`config.mk`:
```
export PLATFORM = sky130hd
export DESIGN_NAME = if_prefetch_queue
export DESIGN_NICKNAME = d
export VERILOG_FILES = /design/src/rtl/if_prefetch_queue.sv
export SDC_FILE = /design/constraint.sdc
export NUM_CORES = 1
export LEC_CHECK = 0
export CORE_MARGIN = 2
export CORE_UTILIZATION = 58
export CTS_BUF_LIST = sky130_fd_sc_hd__clkbuf_4 sky130_fd_sc_hd__clkbuf_8
export DETAILED_ROUTE_END_ITERATION = 10
export GPL_ROUTABILITY_DRIVEN = 0
export PLACE_DENSITY = 0.88
export SETUP_SLACK_MARGIN = 0.2
export SKIP_LAST_GASP = 1
export SLEW_MARGIN = 0
export SYNTH_ARGS = -nofsm -noshare
export SYNTH_HDL_FRONTEND = slang
export SYNTH_SLANG_ARGS = --single-unit
```
`constraint.sdc`:
```
create_clock -name clk -period 9.3 [get_ports clk]
set_input_delay 1.86 -clock clk [delete_from_list [all_inputs] [get_ports clk]]
set_output_delay 1.86 -clock clk [all_outputs]
set_load 0.02 [all_outputs]
```
`src/rtl/if_prefetch_queue.sv`:
```
// Instruction prefetch queue: fetches words ahead of the fetch segment over a
// req/ack memory port, buffers {ir, pc} in a circular FIFO, flushes on redirect.
module if_prefetch_queue #(
  parameter int unsigned DEPTH    = 4,
  parameter logic [31:0] RESET_PC = 32'h0000_0000
) (
  input  logic                     clk,
  input  logic                     rst,
  input  logic                     redirect,
  input  logic [31:0]              redirect_pc,
  output logic                     imem_req,
  output logic [31:0]              imem_addr,
  input  logic                     imem_ack,
  input  logic [31:0]              imem_data,
  output logic                     out_valid,
  input  logic                     out_ready,
  output logic [31:0]              out_ir,
  output logic [31:0]              out_pc,
  output logic [31:0]              out_npc,
  output logic [$clog2(DEPTH):0]   count
);

  localparam int unsigned PW = $clog2(DEPTH);
  localparam int unsigned CW = PW + 1;

  typedef enum logic {
    ST_RUN     = 1'b0,
    ST_DISCARD = 1'b1
  } state_t;

  state_t          r_state;
  state_t          w_state_nxt;
  logic            r_run_en;
  logic [31:0]     r_fetch_pc;
  logic [31:0]     w_fetch_pc_nxt;
  logic [31:0]     r_pending_pc;
  logic [31:0]     w_pending_pc_nxt;
  logic [PW-1:0]   r_rd_ptr;
  logic [PW-1:0]   r_wr_ptr;
  logic [CW-1:0]   r_count;
  logic [31:0]     r_ir [DEPTH];
  logic [31:0]     r_pc [DEPTH];
  logic            w_enq;
  logic            w_deq;
  logic            w_flush;

  // Head of the FIFO is presented combinationally.
  assign out_ir  = r_ir[r_rd_ptr];
  assign out_pc  = r_pc[r_rd_ptr];
  assign out_npc = out_pc + 32'd4;
  assign count   = r_count;

  // Next-state, memory request and FIFO control.
  always_comb begin
    w_state_nxt      = r_state;
    w_fetch_pc_nxt   = r_fetch_pc;
    w_pending_pc_nxt = r_pending_pc;
    w_enq            = 1'b0;
    w_flush          = 1'b0;
    imem_req         = 1'b0;
    imem_addr        = r_fetch_pc;
    out_valid        = (r_count != '0) & ~redirect;
    w_deq            = out_valid & out_ready;

    case (r_state)
      ST_RUN: begin
        // Requests only go out with a free slot, so every acked word fits.
        imem_req = r_run_en & (r_count < CW'(DEPTH));
        if (redirect) begin
          w_flush = 1'b1;
          if (imem_req & ~imem_ack) begin
            // Keep the outstanding address stable; retire it in DISCARD.
            w_pending_pc_nxt = redirect_pc;
            w_state_nxt      = ST_DISCARD;
          end else begin
            w_fetch_pc_nxt = redirect_pc;
          end
        end else if (imem_req & imem_ack) begin
          w_enq          = 1'b1;
          w_fetch_pc_nxt = r_fetch_pc + 32'd4;
        end
      end
      ST_DISCARD: begin
        imem_req = 1'b1;
        if (redirect) begin
          w_flush          = 1'b1;
          w_pending_pc_nxt = redirect_pc;
        end
        if (imem_ack) begin
          w_fetch_pc_nxt = redirect ? redirect_pc : r_pending_pc;
          w_state_nxt    = ST_RUN;
        end
      end
      default: w_state_nxt = ST_RUN;
    endcase
  end

  // State, PC and FIFO registers.
  always_ff @(posedge clk) begin
    if (!rst) begin
      r_state      <= ST_RUN;
      r_run_en     <= 1'b0;
      r_fetch_pc   <= RESET_PC;
      r_pending_pc <= RESET_PC;
      r_rd_ptr     <= '0;
      r_wr_ptr     <= '0;
      r_count      <= '0;
      for (int i = 0; i < DEPTH; i++) begin
        r_ir[PW'(i)] <= '0;
        r_pc[PW'(i)] <= '0;
      end
    end else begin
      r_state      <= w_state_nxt;
      r_run_en     <= 1'b1;
      r_fetch_pc   <= w_fetch_pc_nxt;
      r_pending_pc <= w_pending_pc_nxt;
      if (w_flush) begin
        r_rd_ptr <= '0;
        r_wr_ptr <= '0;
        r_count  <= '0;
      end else begin
        if (w_enq) begin
          r_ir[r_wr_ptr] <= imem_data;
          r_pc[r_wr_ptr] <= r_fetch_pc;
          r_wr_ptr       <= r_wr_ptr + PW'(1);
        end
        if (w_deq) begin
          r_rd_ptr <= r_rd_ptr + PW'(1);
        end
        r_count <= r_count + CW'(w_enq) - CW'(w_deq);
      end
    end
  end

endmodule
```
Word-level counts from Yosys, hierarchy flattened
Memories as Yosys holds them, arrays and structs flattened. A register that Yosys moved wholly into a read port is not among the register bits.
Cells that the tools add are included.
- bits in registers: 73
- memory bits (writable): 256
- input bits: 69
- output and inout bits: 133
- word-level logic and storage cells: 70
- memories: 2
- add/subtract/negate cells: 6
- order comparisons: 1
- equality and inequality tests: 5
- muxes and demuxes: 34
- bitwise gates (word level): 9
- reductions and logical operators: 6
- memory list (memory ; depth ; width ; read ports ; clocked after memory_dff ; write ports ; line ; source):
    r_ir ; 4 ; 32 ; 1 ; 1 ; 4 ; 41 ; logic [31:0] r_ir [DEPTH];
    r_pc ; 4 ; 32 ; 1 ; 1 ; 4 ; 42 ; logic [31:0] r_pc [DEPTH];
- operator list (kind ; number):
    32-bit two-way mux ; 9
    32-bit case mux with 2 select lines ; 2
    32-bit by 3-bit adder with 32-bit output, second input constant ; 2
    32-bit OR reduction ; 2
    1-bit two-way mux ; 15
    2-bit two-way mux ; 6
    2-bit inequality test, second input constant ; 3
    3-bit inequality test, second input constant ; 2
    1-bit AND ; 5
    2-bit by 1-bit adder with 2-bit output, second input constant ; 2
    1-bit NOT ; 4
    1-bit case mux with 2 select lines ; 2
    3-bit by 1-bit adder with 3-bit output ; 1
    3-bit less-than comparator, second input constant ; 1
    3-bit AND reduction ; 1
    3-bit nonzero test ; 1
    3-bit by 1-bit subtractor with 3-bit output ; 1
    2-bit AND reduction ; 1
    2-bit OR reduction ; 1

Logic depth before layout (Yosys ltp)
- depth after elaboration: 12
- mapped depth: 12
- mapped depth without buffers: 10

Worst setup path before layout
OpenSTA, ideal clock, no wires.
- kind: input to register
- from: in redirect
- to: mem r_ir[0][0] (enable)
- library setup time: 581 ps
- arrival: 7398 ps
- required time: 8719 ps
- setup slack: 1321 ps
- cell stages on the path: 6
- buffers on the path: 2
- cells stage by stage: nor2_1 > and3_1 > clkbuf_1 > clkbuf_1 > inv_1 > o31ai_1
- RTL lines (element ; line ; source):
    from (decl) ; 9 ; input logic redirect,
    to (decl) ; 41 ;

==> results.ini <==
[sta]
finalMaxSlewViolations=0
timing.final.crit_share=0.680
finClkSkew_ns=0.0229
setup_viol=0
max_freq_mhz=158
period_minus_slack_ns=6.32
maxSlewHeadroom=0.340
worstMarginPinSlew_ns=0.981
hold_violations=0
fin_setup_tns_ns=0
rsz0062_at_grt=false
whs_ns=0.460

[die]
row_count=60
die_h_um=168
die-area_mm2=0.0282
die_w_um=168
core_area_mm2=0.0267
io_pins=202
initial_utilization=0.585

[pwr]
p_clk_frac=0.361
power_density_mw_per_mm2=168
p_seq_frac=0.540
pwr-share-comb=0.100
ir_drop_uv=124
internal_power_mw=2.37
leakage_nw=6.89
p_sw_mw=0.775
power.share.switching=0.246

[critical_path]
max_stage_delay_ns=0.75
crit_arrival_ns=4.46
critical-path-slowest-cell=mux4_1
worstSetupStartpointType=flip-flop
path_class=reg2out
r2r_slack_ns=5.40
worstSetupEndpointType=output pin
path_max_fanout=37
critPathRequiredTime_ns=7.44
crit_chain=buf_4 -> mux4_1 -> and4_1 -> and4_1 -> and2_4 -> nand3_1 -> xnor2_1 -> clkdlybuf4s50_1
cp_common_cell=and4_1

[finish]
postLayoutCoreUtil=0.703
fin_cells=1799
area_growth_pct=20.3
nNetsFinal=1491
num_antenna_cells=0
drive_gt1_frac=0.128

[synthesis]
synthCells=1243
synth_area_leader_cell=edfxtp_1
synth_ff_type=edfxtp_1
synth-edff-count=256
synth_compound_area_frac=0.0692
ys_ff_latch=331
synth-simple-area-share=0.191
synth.most_common_cell=edfxtp_1
yosysTopAreaCellShare=0.493
synth_area_mm2=0.0156
synth.area.top_cells=edfxtp_1 49%, dfxtp_1 9.6%, mux4_2 8.5%, and2_1 8.1%, and3_1 3.6%
synth_cell_types=58
synth.area.mux_share=0.0970
synthTopCellsByCount=256 x edfxtp_1, 202 x and2_1, 139 x nand2_1
ys_warn_count=0
yosys.area_share.xor_xnor=0.0197
synth_top_family_by_area=simple AND/OR/NAND/NOR gates
syn_avg_cell_area_um2=12.5
ys_seq_area_frac=0.590
syn_nets=1317
async_flop_share=0
synth-adder-area-share=0.00450

[clocking]
cts_sinks=331
path_clk_slew_ns=0.06
cts_resized=0
cts_tree=yes
post-cts-setup-buffers=0
insertion_delay_ns=0.58
numCtsBuffers=51
h-tree-depth=2
root_buffer=clkbuf_8
cts_hold_buffers=0
clockBufferDepth=3

[place]
dpl.cell_count=1705
dp_hpwl_um=22800
io_buffers=201

[global_routing]
grt_start_max_net_pins=100
track_usage=0.262
gr-total-overflow=0
grt_pass1_vias=10620
antenna_found_initial=0
grt_pass1_wl_um=58000

[run]
max-cap-violations=0

[detailed_routing]
drt-vias-per-instance=6.02
drtIter0Drc=1046
drc_errors=0
via_count=10831
dr.pass1.iters=6
wl_per_cell_um=20.7
ant_nets=0
wl_um=37300

[hold_path]
min_path_type=reg2reg

[status]
status=finished, final reports clean

[worst paths after layout]
| path | from | to | cells past startpoint |
|---|---|---|---|
| worst max-delay path | flip-flop | out_npc[31] | 8 |
| worst min-delay path | r_pending_pc[11] | r_pending_pc[11] | 2 |
| worst max register to register | r_state | r_ir[1][29] | 7 |
| worst min register to register | r_pending_pc[11] | r_pending_pc[11] | 2 |
[power groups by stage]
stage | Combinational [mW] | Sequential (mW) | Clock [mW]
floorplan | 0.161 | 1.72 | 0
global placement | 0.306 | 1.72 | 0
detailed placement | 0.312 | 1.73 | 0
CTS | 0.313 | 1.70 | 1.15
global route | 0.333 | 1.70 | 1.21
finish | 0.314 | 1.70 | 1.14
[flip-flops by register name, summed over array words and instances (netlist names), named ones only]
name          count
count             3
r_run_en          1
r_pc            128
r_ir            128
r_state           1
r_pending_pc     32
r_wr_ptr          2
imem_addr        32
r_rd_ptr          2
[critical path: cells and delay by family (launching register included)]
family,cells,cell delay (ns)
mux,1,0.75
simple gates,4,0.88
xor+xnor,1,0.14
buf+inv,2,1.37
flops,1,0.71
[layout by cell type, fill, tap and decap left out, types with 4 or more instances in the layout]
cell / Yosys / final
inv_1: 8 / 8
nand3_1: 17 / 17
clkinv_2: 0 / 10
mux4_2: 59 / 59
a21boi_0: 47 / 47
nor2_1: 30 / 28
o211ai_1: 5 / 5
nor4_1: 7 / 7
a31oi_1: 6 / 6
clkdlybuf4s50_1: 0 / 200
nand2_1: 139 / 138
o31a_1: 4 / 4
o21ai_0: 57 / 55
dfxtp_1: 75 / 73
buf_4: 4 / 16
a22oi_1: 6 / 6
xor2_1: 11 / 11
nand3_2: 6 / 6
clkbuf_4: 0 / 15
o211a_1: 4 / 4
and2_1: 202 / 202
mux4_1: 5 / 5
a21oi_1: 22 / 22
nor3_1: 9 / 8
edfxtp_1: 256 / 256
and3_1: 89 / 88
nor2b_1: 10 / 10
ha_1: 4 / 4
xnor2_1: 24 / 24
clkinv_1: 0 / 14
clkbuf_8: 0 / 52
[area by class of cell]
cell class                 instances  area (um2)
sequential                       331        9190
fill                            1715        7900
multi-input combinational        809        6020
timing repair buffer             216        2120
clock buffer                      67         828
tap                              341         427
clock inverter                    27         125
inverter                           8        30.0
[through the flow]
step	total power, mW	area, um2	setup slack, ns
after floorplan	1.88	15600	1.32
final	3.15	18700	2.98
after CTS	3.16	18700	2.88
after detailed placement	2.04	17800	3.51
after global routing	3.25	18700	2.69
after global placement	2.03	17800	3.59
[cells by family after synthesis]
family / Yosys count
simple gates: 532
flops: 331
compound gates: 168
buf+inv: 103
mux: 69
xor+xnor: 35
fa+ha+maj: 5
[routing by layer]
layer / track usage / up-vias / wire (um)
met1: 0.352 / 5279 / 14600
met3: 0.0559 / 95 / 3390
met4: 0.0941 / 0 / 1050
met5: 0 / - / 0
li1: - / 4871 / -
met2: 0.428 / 586 / 18300
Note: power is estimated with default switching activity, not from simulation.
